--- config.mk ---
export PLATFORM = sky130hd
export DESIGN_NAME = wb_port_arbiter
export DESIGN_NICKNAME = d
export VERILOG_FILES = /design/src/rtl/wb_port_arbiter_pkg.sv /design/src/rtl/wb_port_arbiter.sv
export SDC_FILE = /design/constraint.sdc
export NUM_CORES = 1
export LEC_CHECK = 0
export BUFFER_PORTS_ARGS = -buffer_cell sky130_fd_sc_hd__buf_4
export CAP_MARGIN = 20
export CORE_MARGIN = 2
export CORE_UTILIZATION = 52
export DETAILED_ROUTE_END_ITERATION = 7
export MAX_ROUTING_LAYER = met4
export PLACE_DENSITY_LB_ADDON = 0.15
export SLEW_MARGIN = 10
export SYNTH_ARGS = -nofsm -noshare
export SYNTH_HDL_FRONTEND = slang
export SYNTH_SLANG_ARGS = --single-unit
export TNS_END_PERCENT = 20
--- constraint.sdc ---
create_clock -name clk_i -period 5.2 [get_ports clk_i]
set_clock_uncertainty 0.1 [all_clocks]
set_input_delay 0.52 -clock clk_i [delete_from_list [all_inputs] [get_ports clk_i]]
set_output_delay 0.52 -clock clk_i [all_outputs]
set_load 0.05 [all_outputs]
--- src/rtl/wb_port_arbiter_pkg.sv ---
// Shared constants, FSM encoding and hold-register layout for the writeback port arbiter.
package wb_port_arbiter_pkg;

  localparam int unsigned RegBus     = 32;
  localparam int unsigned RegAddrBus = 5;

  localparam logic RstEnable    = 1'b0;
  localparam logic WriteEnable  = 1'b1;
  localparam logic WriteDisable = 1'b0;

  localparam logic [RegAddrBus-1:0] ZeroReg  = '0;
  localparam logic [RegBus-1:0]     ZeroWord = '0;

  typedef enum logic {
    ST_IDLE   = 1'b0,
    ST_REPLAY = 1'b1
  } arb_state_e;

  // Pipeline write parked while the MC result takes the port
  typedef struct packed {
    logic [RegAddrBus-1:0] addr;
    logic [RegBus-1:0]     data;
  } wb_hold_t;

endpackage

--- src/rtl/wb_port_arbiter.sv ---
// Single regfile write port shared by the MEM/WB pipeline and a multi-cycle unit.
// The pipeline wins by default; a starved MC result forces a grant, and the
// displaced pipeline write is replayed one cycle later behind a stall bubble.
module wb_port_arbiter
  import wb_port_arbiter_pkg::*;
#(
  parameter int unsigned STARVE_LIMIT = 4
) (
  input  logic                  clk_i,
  input  logic                  rst_i,
  input  logic [RegAddrBus-1:0] reg_waddr_i,
  input  logic                  reg_we_i,
  input  logic [RegBus-1:0]     reg_wdata_i,
  input  logic                  mc_valid_i,
  input  logic [RegAddrBus-1:0] mc_waddr_i,
  input  logic [RegBus-1:0]     mc_wdata_i,
  output logic                  mc_ready_o,
  output logic                  stall_o,
  output logic [RegAddrBus-1:0] reg_waddr_o,
  output logic                  reg_we_o,
  output logic [RegBus-1:0]     reg_wdata_o
);

  localparam int unsigned CntBits = $clog2(STARVE_LIMIT + 1);
  localparam int unsigned CntW    = (CntBits > 3) ? CntBits : 3;
  localparam logic [CntW-1:0] StarveMax = CntW'(STARVE_LIMIT);

  arb_state_e            state_q;
  logic [CntW-1:0]       starve_q;
  logic [CntW-1:0]       starve_d;
  wb_hold_t              hold_q;
  logic [RegAddrBus-1:0] reg_waddr_q;
  logic                  reg_we_q;
  logic [RegBus-1:0]     reg_wdata_q;

  logic in_rst;
  logic pipe_wr;
  logic mc_wr;
  logic starved;
  logic mc_grant;
  logic force_grant;

  // Grant decision for the current cycle; handshakes are suppressed in reset
  always_comb begin
    in_rst      = (rst_i == RstEnable);
    pipe_wr     = (reg_we_i == WriteEnable) && (reg_waddr_i != ZeroReg);
    mc_wr       = mc_valid_i;
    starved     = (starve_q == StarveMax);
    mc_grant    = !in_rst && (state_q == ST_IDLE) && mc_wr && (!pipe_wr || starved);
    force_grant = mc_grant && pipe_wr;
  end

  // Consecutive cycles an MC result has waited, saturating at the limit
  always_comb begin
    starve_d = starve_q;
    if (!mc_wr || mc_grant) begin
      starve_d = '0;
    end else if (!starved) begin
      starve_d = starve_q + CntW'(1);
    end
  end

  // Arbitration FSM with registered regfile write outputs
  always_ff @(posedge clk_i) begin
    if (rst_i == RstEnable) begin
      state_q     <= ST_IDLE;
      starve_q    <= '0;
      hold_q      <= '0;
      reg_waddr_q <= ZeroReg;
      reg_we_q    <= WriteDisable;
      reg_wdata_q <= ZeroWord;
    end else begin
      starve_q <= starve_d;
      case (state_q)
        ST_IDLE: begin
          if (mc_grant) begin
            reg_waddr_q <= mc_waddr_i;
            reg_we_q    <= (mc_waddr_i != ZeroReg) ? WriteEnable : WriteDisable;
            reg_wdata_q <= mc_wdata_i;
            if (force_grant) begin
              hold_q  <= '{addr: reg_waddr_i, data: reg_wdata_i};
              state_q <= ST_REPLAY;
            end
          end else if (pipe_wr) begin
            reg_waddr_q <= reg_waddr_i;
            reg_we_q    <= WriteEnable;
            reg_wdata_q <= reg_wdata_i;
          end else begin
            reg_waddr_q <= ZeroReg;
            reg_we_q    <= WriteDisable;
            reg_wdata_q <= ZeroWord;
          end
        end
        ST_REPLAY: begin
          reg_waddr_q <= hold_q.addr;
          reg_we_q    <= (hold_q.addr != ZeroReg) ? WriteEnable : WriteDisable;
          reg_wdata_q <= hold_q.data;
          hold_q      <= '0;
          state_q     <= ST_IDLE;
        end
        default: begin
          reg_waddr_q <= ZeroReg;
          reg_we_q    <= WriteDisable;
          reg_wdata_q <= ZeroWord;
          state_q     <= ST_IDLE;
        end
      endcase
    end
  end

  assign mc_ready_o  = mc_grant;
  assign stall_o     = force_grant;
  assign reg_waddr_o = reg_waddr_q;
  assign reg_we_o    = reg_we_q;
  assign reg_wdata_o = reg_wdata_q;

endmodule

==> flow_metrics.env, run 1 <==
export IMPL_num_io_pins=118
export IMPL_p_total_uw=1240
export IMPL_wl_mm=7.80
export IMPL_multiInputGateArea_um2=1320
export IMPL_synth_cell_types=33
export IMPL_wl_per_cell_um=14.9
export IMPL_via_per_inst=5.52
export IMPL_worst_ep_arrival_time_ps=2130
export IMPL_netlist_instances=341
export IMPL_cts_reportedPaths_clkPinSlew_ps=80
export IMPL_start_kind="flop"
export IMPL_critPathKind="reg2out"
export IMPL_post_cts_buffers=0
export IMPL_fmax_ghz=0.364
export IMPL_finalCriticalPeriod_ps=2750
export IMPL_p_sw_uw=336
export IMPL_hp_class="in2reg"
export IMPL_io_buffers=117
export IMPL_vias=2893
export IMPL_n_antenna_cell=0
export IMPL_critical_path_top_delay_family="simple AND/OR/NAND/NOR gates"
export IMPL_ir_drop_mv=0.200
export IMPL_synth_edf_count=0
export IMPL_top_layer="met4"
export IMPL_area_growth_pct=34.4
export IMPL_maxSlewViolCount=0
export IMPL_wl_met3_um=569
export IMPL_drv_cap=0
export IMPL_path_buf_inv=2
export IMPL_path_cells="inv_1 > ha_1 > and3_4 > a221o_1 > and2_4 > buf_4"
export IMPL_power_leakage_uw=0.00187
export IMPL_drtAntennaViolNets=0
export IMPL_antenna_found_initial=0
export IMPL_fin_nets=527
export IMPL_firstDrtPassIters=4
export IMPL_clock_latency_ps=340
export IMPL_core_area_um2=5610
export IMPL_hpwl_mm=5.24
export IMPL_dieArea_um2=6520
export IMPL_wl_met1_mm=3.02
export IMPL_swShare_pct=27.1
export IMPL_rsz0062_at_grt="false"
export IMPL_grt_total_usage_pct=25.0
export IMPL_num_fill_cells=449
export IMPL_maxSlewHeadroom_pct=54.3
export IMPL_holdBufCountCts=0
export IMPL_cp_slowest_stage_delay_ps=380
export IMPL_cpMaxStageDelayCell="dfxtp_1"
export IMPL_drive_gt1_share_pct=31.4
export IMPL_max_slew_worst_pin_slew_ps=682
export IMPL_grt_max_degree=40
export IMPL_final_cell_mix="buf_4, nand2_1, dfxtp_1"
export IMPL_status="finished, final reports clean"
export IMPL_finalSetupTns_ps=0
export IMPL_syn_nets=421
export IMPL_seqCellArea_um2=1580
export IMPL_clock_sinks=79
export IMPL_cts_buffers=9
export IMPL_final_hold_viol_count=0
export IMPL_async_flop_share_pct=0
export IMPL_power_clock_fraction_pct=33.3
export IMPL_start_util_pct=54.6
export IMPL_die_w_um=80.8
export IMPL_place_congestion=0.935
export IMPL_cp_data_required_time_ps=4580
export IMPL_netlist_area_um2=3060
export IMPL_cell_internal_pwr_uw=902
export IMPL_grt_pass1_wl_mm=12.3
export IMPL_cellPowerDensity_nw_per_um2=301
export IMPL_period_share_pct=52.9
export IMPL_synth_ff_type="dfxtp_1"
export IMPL_power_frac_comb_pct=15.9
export IMPL_grt_pass1_vias=2739
export IMPL_die_y_um=80.8
export IMPL_route_met2_wl_mm=4.10
export IMPL_setup_violations_final=0
export IMPL_avgSynthCellArea_um2=8.99
export IMPL_drt_iter0_markers=183
export IMPL_clock_path_buffers=2
export IMPL_seq_area_frac_synth_pct=51.6
export IMPL_cp_end_kind="primary output"
export IMPL_cts_tree="built"
export IMPL_overflow=0
export IMPL_cts_resized_gates=0
export IMPL_row_count=27
export IMPL_yosysWarningCount=0
export IMPL_final_common_cell="buf_4"
export IMPL_ys_ff_latch=79
export IMPL_htreeDepth=3
export IMPL_route_detailed_drc=0
export IMPL_hold_ws_ps=282
export IMPL_pwr_share_seq_pct=50.8
export IMPL_clock_root_buffer="clkbuf_8"
export IMPL_crit_fanout=35
power by group through the flow:
stage          sequential, µW  combinational, µW  clock, µW
2_1_floorplan             709               42.5          0
3_3_place_gp              643                195          0
3_5_place_dp              643                196          0
4_1_cts                   629                197        419
5_1_grt                   630                207        443
6_report                  629                196        412
stage by stage:
stage          area [µm²]  setup slack, ps  utilization, %  instances
2_1_floorplan        3060             3030               -        341
3_3_place_gp         3930             2620            70.1        508
3_5_place_dp         3930             2600            70.1        508
4_1_cts              4120             2450            73.4        524
5_1_grt              4120             2350            73.4        524
6_report             4120             2450            73.4        524
cells by family after synthesis:
family / share of synthesized area (%)
flip-flops: 51.6
AO/OA/AOI/OAI: 20.9
buffers and inverters: 5.47
AND/OR/NAND/NOR: 20.9
adder cells (fa/ha/maj): 0.817
XOR/XNOR: 0.286
Yosys cell counts, drive strengths merged, types with 7 or more instances:
cell / n / area [µm²]
clkbuf: 13 / 48.8
a221o: 33 / 330
and3: 33 / 211
inv: 7 / 26.3
buf: 14 / 92.6
dfxtp: 79 / 1580
a21oi: 38 / 190
nand2: 80 / 300
nor2: 8 / 30.0
flip-flops by register name, indices dropped and copies added, names as in the netlist:
signal,flops
hold_q,37
reg_wdata_o,32
reg_waddr_o,5
starve_q,3
reg_we_o,1
state_q,1
worst paths after layout:
path	slack [ps]	to	start	cells past startpoint
worst max-delay path	2450	mc_ready_o	starve_q[0]$_SDFFE_PP0P_	6
worst min-delay path	280	hold_q[31]$_SDFFE_PN0P_	reg_wdata_i[31]	3
worst max register to register	2850	hold_q[9]$_SDFFE_PN0P_	starve_q[0]$_SDFFE_PP0P_	9
worst min register to register	350	hold_q[15]$_SDFFE_PN0P_	hold_q[15]$_SDFFE_PN0P_	2
routing by layer:
metal	track usage [%]	vias up
li1	-	1423
met1	28.5	1337
met2	44.2	118
met3	4.44	15
met4	8.64	0
met5	-	-
layout make-up:
class | count | share of cell area (%)
inverter | 7 | 0.638
tap | 72 | 2.19
clock buffer | 11 | 3.68
sequential | 79 | 38.4
timing repair buffer | 122 | 22.2
multi-input combinational | 228 | 32.1
clock inverter | 5 | 0.790
worst min-delay path, cell delays in order:
cell,delay (ps)
buf_4,90
nand2_1,40
nand2_1,40
Note: power is estimated with default switching activity, not from simulation.
==> inputs of run 2 (changes only) <==
--- a/config.mk
+++ b/config.mk
@@ -8,7 +8,7 @@
 export BUFFER_PORTS_ARGS = -buffer_cell sky130_fd_sc_hd__buf_4
 export CAP_MARGIN = 20
 export CORE_MARGIN = 2
-export CORE_UTILIZATION = 52
+export CORE_UTILIZATION = 48
 export DETAILED_ROUTE_END_ITERATION = 7
 export MAX_ROUTING_LAYER = met4
 export PLACE_DENSITY_LB_ADDON = 0.15
==> constraint.sdc (replaced) <==
create_clock -name clk_i -period 2.6 [get_ports clk_i]
set_clock_uncertainty 0.1 [all_clocks]
set_input_delay 0.26 -clock clk_i [delete_from_list [all_inputs] [get_ports clk_i]]
set_output_delay 0.26 -clock clk_i [all_outputs]
set_load 0.05 [all_outputs]
==> run 2 against run 1 <==
  * Register-to-register slack got worse by 2500 ps
  * Clock power rose to 2.6 times the previous value
  * Critical endpoint unchanged
  * Flip-flop and latch count unchanged
  * Combinational power grew 100%
  * Non-clock buffer count up 4
  * Power rose by 120%
  * Die area increased by 7.9%
  * Cell area grew 2.5%
  * Hold slack got worse by 270 ps
  * Global-route usage fell by 1.2 points
  * Setup slack got worse by 2300 ps
  * Routed wire length is 2.6% higher
==> flow_metrics.env, run 2 (synthesis gave the netlist of run 1 again) <==
export IMPL_area_growth_pct=37.8
export IMPL_finalCriticalPeriod_ps=2480
export IMPL_grt_total_usage_pct=23.8
export IMPL_critical_path_top_delay_family="simple AND/OR/NAND/NOR gates"
export IMPL_cp_num_cells=6
export IMPL_cp_data_required_time_ps=2240
export IMPL_row_count=29
export IMPL_place_congestion=0.898
export IMPL_grt_pass1_wl_mm=13.1
export IMPL_clock_path_buffers=2
export IMPL_cts_buffers=9
export IMPL_finalSetupTns_ps=0
export IMPL_status="finished, final reports clean"
export IMPL_setup_violations_final=0
export IMPL_start_util_pct=48.8
export IMPL_fmax_ghz=0.403
export IMPL_grt_max_degree=40
export IMPL_dieArea_um2=7040
export IMPL_fin_nets=531
export IMPL_cpMaxStageDelayCell="dfxtp_1"
export IMPL_hp_class="in2reg"
export IMPL_wl_per_cell_um=15.0
export IMPL_vias=2904
export IMPL_cts_tree="built"
export IMPL_ir_drop_mv=0.454
export IMPL_drtAntennaViolNets=0
export IMPL_cts_reportedPaths_clkPinSlew_ps=80
export IMPL_final_common_cell="buf_4"
export IMPL_overflow=0
export IMPL_wl_mm=8.01
export IMPL_hpwl_mm=5.43
export IMPL_max_slew_worst_pin_slew_ps=783
export IMPL_cp_slowest_stage_delay_ps=370
export IMPL_core_area_um2=6280
export IMPL_final_cell_mix="buf_4, nand2_1, dfxtp_1"
export IMPL_htreeDepth=3
export IMPL_multiInputGateArea_um2=1320
export IMPL_clock_latency_ps=350
export IMPL_drive_gt1_share_pct=32.0
export IMPL_crit_fanout=35
export IMPL_num_io_pins=118
export IMPL_die_w_um=83.9
export IMPL_power_leakage_uw=0.00192
export IMPL_start_kind="flop"
export IMPL_drt_iter0_markers=99
export IMPL_period_share_pct=95.4
export IMPL_firstDrtPassIters=4
export IMPL_final_hold_viol_count=0
export IMPL_grt_pass1_vias=2845
export IMPL_critPathKind="reg2out"
export IMPL_via_per_inst=5.45
export IMPL_n_antenna_cell=0
export IMPL_maxSlewHeadroom_pct=47.5
export IMPL_antenna_found_initial=0
export IMPL_worst_ep_arrival_time_ps=2120
export IMPL_seqCellArea_um2=1580
export IMPL_reg2reg_depth=6
export IMPL_maxSlewViolCount=0
export IMPL_num_fill_cells=544
export IMPL_path_cells="inv_1 > ha_1 > and3_4 > a221o_1 > and2_4 > buf_6"
export IMPL_p_total_uw=2720
export IMPL_path_buf_inv=2
export IMPL_io_buffers=117
export IMPL_rsz0062_at_grt="false"
export IMPL_hold_ws_ps=12.1
export IMPL_min_path_cells=2
export IMPL_largest_reg_flops=37
export IMPL_clock_sinks=79
export IMPL_drv_cap=0
export IMPL_cp_end_kind="primary output"
export IMPL_top_register="hold_q"
export IMPL_die_y_um=83.9
export IMPL_cellPowerDensity_nw_per_um2=645
export IMPL_clock_root_buffer="clkbuf_8"
export IMPL_route_detailed_drc=0
==> run 2: worst paths after layout <==
check,end,slack (ps),from
worst max-delay path,mc_ready_o,120,starve_q[0]$_SDFFE_PP0P_
worst min-delay path,reg_waddr_o[0]$_SDFF_PN0_,10,mc_waddr_i[0]
worst max register to register,reg_wdata_o[20]$_SDFF_PN0_,330,starve_q[0]$_SDFFE_PP0P_
worst min register to register,hold_q[19]$_SDFFE_PN0P_,350,hold_q[19]$_SDFFE_PN0P_
==> run 2: final cells by class <==
| class | count | area share (%) |
|---|---|---|
| Sequential cell | 79 | 37.5 |
| Tap cell | 77 | 2.28 |
| Inverter | 7 | 0.711 |
| Multi-Input combinational cell | 228 | 31.3 |
| Clock inverter | 4 | 1.81 |
| Timing Repair Buffer | 126 | 22.6 |
| Clock buffer | 12 | 3.91 |
==> run 2: repair_timing <==
item	in CTS	in global routing
buffers inserted	0	0
resized for setup	0	2
hold buffers	1	0
endpoints found under the hold margin	1	0
setup endpoints to repair	0	2
==> run 2: power breakdown <==
part	switching [µW]	leakage (µW)	internal, µW
Clock	449	0.000119	621
Sequential	10.0	0.000645	1250
Combinational	235	0.00115	162
Total	694	0.00192	2030
==> run 2: through the flow <==
stage | cells | area (µm²) | utilization (%) | setup WS (ps)
final | 533 | 4220 | 67.3 | 121
after global routing | 533 | 4220 | 67.3 | 22.2
after CTS | 533 | 4210 | 67.1 | 46.6
after detailed placement | 516 | 3960 | 63.1 | 322
after global placement | 516 | 3960 | 63.1 | 363
after floorplan | 341 | 3060 | - | 491
==> run 2: metal layers <==
metal | up-vias | part of all wire (%) | track usage [%]
met3 | 8 | 6.3 | 4.25
li1 | 1433 | - | -
met5 | - | 0 | -
met4 | 0 | 1.2 | 9.38
met2 | 104 | 49 | 40.1
met1 | 1359 | 44 | 28.2
==> run 2: worst reg2reg max path: cells and delay by family, from the launching register on <==
family	cells	cell delay, ps
adder cells (fa/ha/maj)	1	260
flip-flops	1	370
buffers and inverters	2	460
AO/OA/AOI/OAI	1	200
AND/OR/NAND/NOR	2	830
==> inputs of run 3 (changes only) <==
--- a/config.mk
+++ b/config.mk
@@ -5,13 +5,13 @@
 export SDC_FILE = /design/constraint.sdc
 export NUM_CORES = 1
 export LEC_CHECK = 0
-export BUFFER_PORTS_ARGS = -buffer_cell sky130_fd_sc_hd__buf_4
 export CAP_MARGIN = 20
 export CORE_MARGIN = 2
-export CORE_UTILIZATION = 48
+export CORE_UTILIZATION = 60
 export DETAILED_ROUTE_END_ITERATION = 7
-export MAX_ROUTING_LAYER = met4
+export DONT_BUFFER_PORTS = 1
 export PLACE_DENSITY_LB_ADDON = 0.15
+export SKIP_CTS_REPAIR_TIMING = 1
 export SLEW_MARGIN = 10
 export SYNTH_ARGS = -nofsm -noshare
 export SYNTH_HDL_FRONTEND = slang
==> run 3 against run 2 <==
  * The flow now finishes with violations (negative hold slack)
  * Cell area shrank 5.1%
  * Clock power shrank 15%
  * Power shrank 8.2%
  * Fmax grew 0.69%
  * Register-to-register slack gained 50 ps
  * Count of clock-buffer cells in the layout shrank 1
  * Hold slack lost 22 ps
  * Routed wire length grew 1.8%
  * Cell count shrank 10%
  * Die area shrank 19%
  * Global-route usage shrank 0.75 points
  * Highest routed layer unchanged
==> flow_metrics.env, run 3 (synthesis gave the netlist of run 1 again) <==
export IMPL_post_place_ws_ps=353
export IMPL_grt_max_degree=43
export IMPL_cts_tree="built"
export IMPL_r2r_slack_ps=380
export IMPL_final_common_cell="nand2_1"
export IMPL_hp_class="in2reg"
export IMPL_cp_data_required_time_ps=2240
export IMPL_critical_path_top_delay_family="buffers and inverters"
export IMPL_top_register="hold_q"
export IMPL_hold_end="reg_wdata_o[31]$_SDFF_PN0_"
export IMPL_cts_reportedPaths_clkPinSlew_ps=80
export IMPL_drive_gt1_share_pct=6.36
export IMPL_drt_iter0_markers=130
export IMPL_path_cells="inv_1 > ha_1 > nand4_1 > a211o_1 > clkinvlp_4 > buf_12"
export IMPL_via_per_inst=5.91
export IMPL_hold_ws_ps=-10.3
export IMPL_row_count=26
export IMPL_status="finished with violations"
export IMPL_cp_slowest_stage_delay_ps=380
export IMPL_start_kind="flop"
export IMPL_route_detailed_drc=0
export IMPL_path_buf_inv=3
export IMPL_start_util_pct=61.2
export IMPL_worst_ep_arrival_time_ps=2100
export IMPL_clock_path_buffers=2
export IMPL_num_fill_cells=335
export IMPL_final_cell_mix="nand2_1, dfxtp_1, dlygate4sd3_1"
export IMPL_clock_latency_ps=350
export IMPL_power_leakage_uw=0.00161
export IMPL_dp_cells=390
export IMPL_reg2reg_depth=8
export IMPL_finalNonFillerCells=479
export IMPL_cts_buffers=9
export IMPL_wl_mm=8.15
export IMPL_clock_sinks=79
export IMPL_violations="negative hold slack"
export IMPL_clock_root_buffer="clkbuf_8"
export IMPL_place_congestion=0.950
export IMPL_finalCriticalPeriod_ps=2460
export IMPL_critPathKind="reg2out"
export IMPL_firstDrtPassIters=4
export IMPL_cpMaxStageDelayCell="a211o_1"
export IMPL_cellPowerDensity_nw_per_um2=625
export IMPL_htreeDepth=3
export IMPL_ir_drop_mv=0.434
export IMPL_maxSlewHeadroom_pct=63.1
export IMPL_area_growth_pct=30.7
export IMPL_hold_start="mc_wdata_i[31]"
export IMPL_drtAntennaViolNets=0
export IMPL_antenna_found_initial=0
export IMPL_hpwl_mm=4.25
export IMPL_grt_pass1_vias=2263
export IMPL_num_io_pins=118
export IMPL_largest_reg_flops=37
export IMPL_wl_per_cell_um=17.0
export IMPL_core_area_um2=5010
export IMPL_rsz0062_at_grt="false"
export IMPL_crit_fanout=18
export IMPL_grt_pass1_wl_mm=10.0
export IMPL_period_share_pct=94.7
export IMPL_cp_end_kind="primary output"
export IMPL_reg2reg_to="hold_q[14]$_SDFFE_PN0P_"
export IMPL_dieArea_um2=5690
export IMPL_min_path_cells=2
export IMPL_die_w_um=75.5
export IMPL_r2r_start="starve_q[0]$_SDFFE_PP0P_"
export IMPL_setup_ws_ps=138
export IMPL_grt_total_usage_pct=23.0
export IMPL_vias=2831
export IMPL_die_y_um=75.5
export IMPL_finalSetupTns_ps=0
export IMPL_final_hold_viol_count=2
export IMPL_maxSlewViolCount=0
export IMPL_overflow=0
export IMPL_n_antenna_cell=0
export IMPL_max_slew_worst_pin_slew_ps=549
export IMPL_io_buffers=0
export IMPL_fmax_ghz=0.406
export IMPL_setup_violations_final=0
export IMPL_fin_nets=484
export IMPL_drv_cap=0
run 3: final cells by class:
class | instances | area, µm² | share of cell area, %
Inverter | 7 | 30.0 | 0.750
Clock inverter | 5 | 56.3 | 1.41
Clock buffer | 11 | 141 | 3.53
Multi-Input combinational cell | 228 | 1320 | 33.0
Tap cell | 70 | 87.6 | 2.19
Timing Repair Buffer | 79 | 788 | 19.7
Sequential cell | 79 | 1580 | 39.5
run 3: how the worst max path moves through the flow:
stage,from,end,cells after the start
finish,starve_q[0]$_SDFFE_PP0P_,stall_o,6
floorplan,starve_q[0]$_SDFFE_PP0P_,reg_waddr_o[3]$_SDFF_PN0_,8
detailed placement,starve_q[0]$_SDFFE_PP0P_,hold_q[12]$_SDFFE_PN0P_,8
CTS,starve_q[0]$_SDFFE_PP0P_,stall_o,6
global placement,starve_q[0]$_SDFFE_PP0P_,hold_q[8]$_SDFFE_PN0P_,8
global route,starve_q[0]$_SDFFE_PP0P_,stall_o,6
run 3: worst reg2reg max path, cell delays in order, from the launching register on:
cell	delay (ps)
dfxtp_1	340
inv_1	60
ha_1	250
nand4_1	230
a211o_1	380
clkinvlp_4	290
buf_4	260
nand2_1	70
a21oi_1	160
run 3: metal layers:
metal | vias to the layer above | GRT usage, % | part of all wire (%)
met2 | 152 | 38.0 | 50
met1 | 1318 | 27.5 | 40
met4 | 0 | 11.9 | 1.6
li1 | 1345 | - | -
met3 | 16 | 6.22 | 8.4
met5 | - | 0 | 0
run 3: stage by stage:
stage	util (%)	total power (µW)	instance area [µm²]
2_1_floorplan	-	1500	3060
3_3_place_gp	61.3	1510	3070
3_5_place_dp	61.3	1510	3070
4_1_cts	65.3	2410	3270
5_1_grt	79.9	2570	4010
6_report	79.9	2500	4010
run 3: power by group:
group	switching, µW	internal [µW]
logic	77.5	115
clock network	444	471
registers	148	1250
total	669	1830
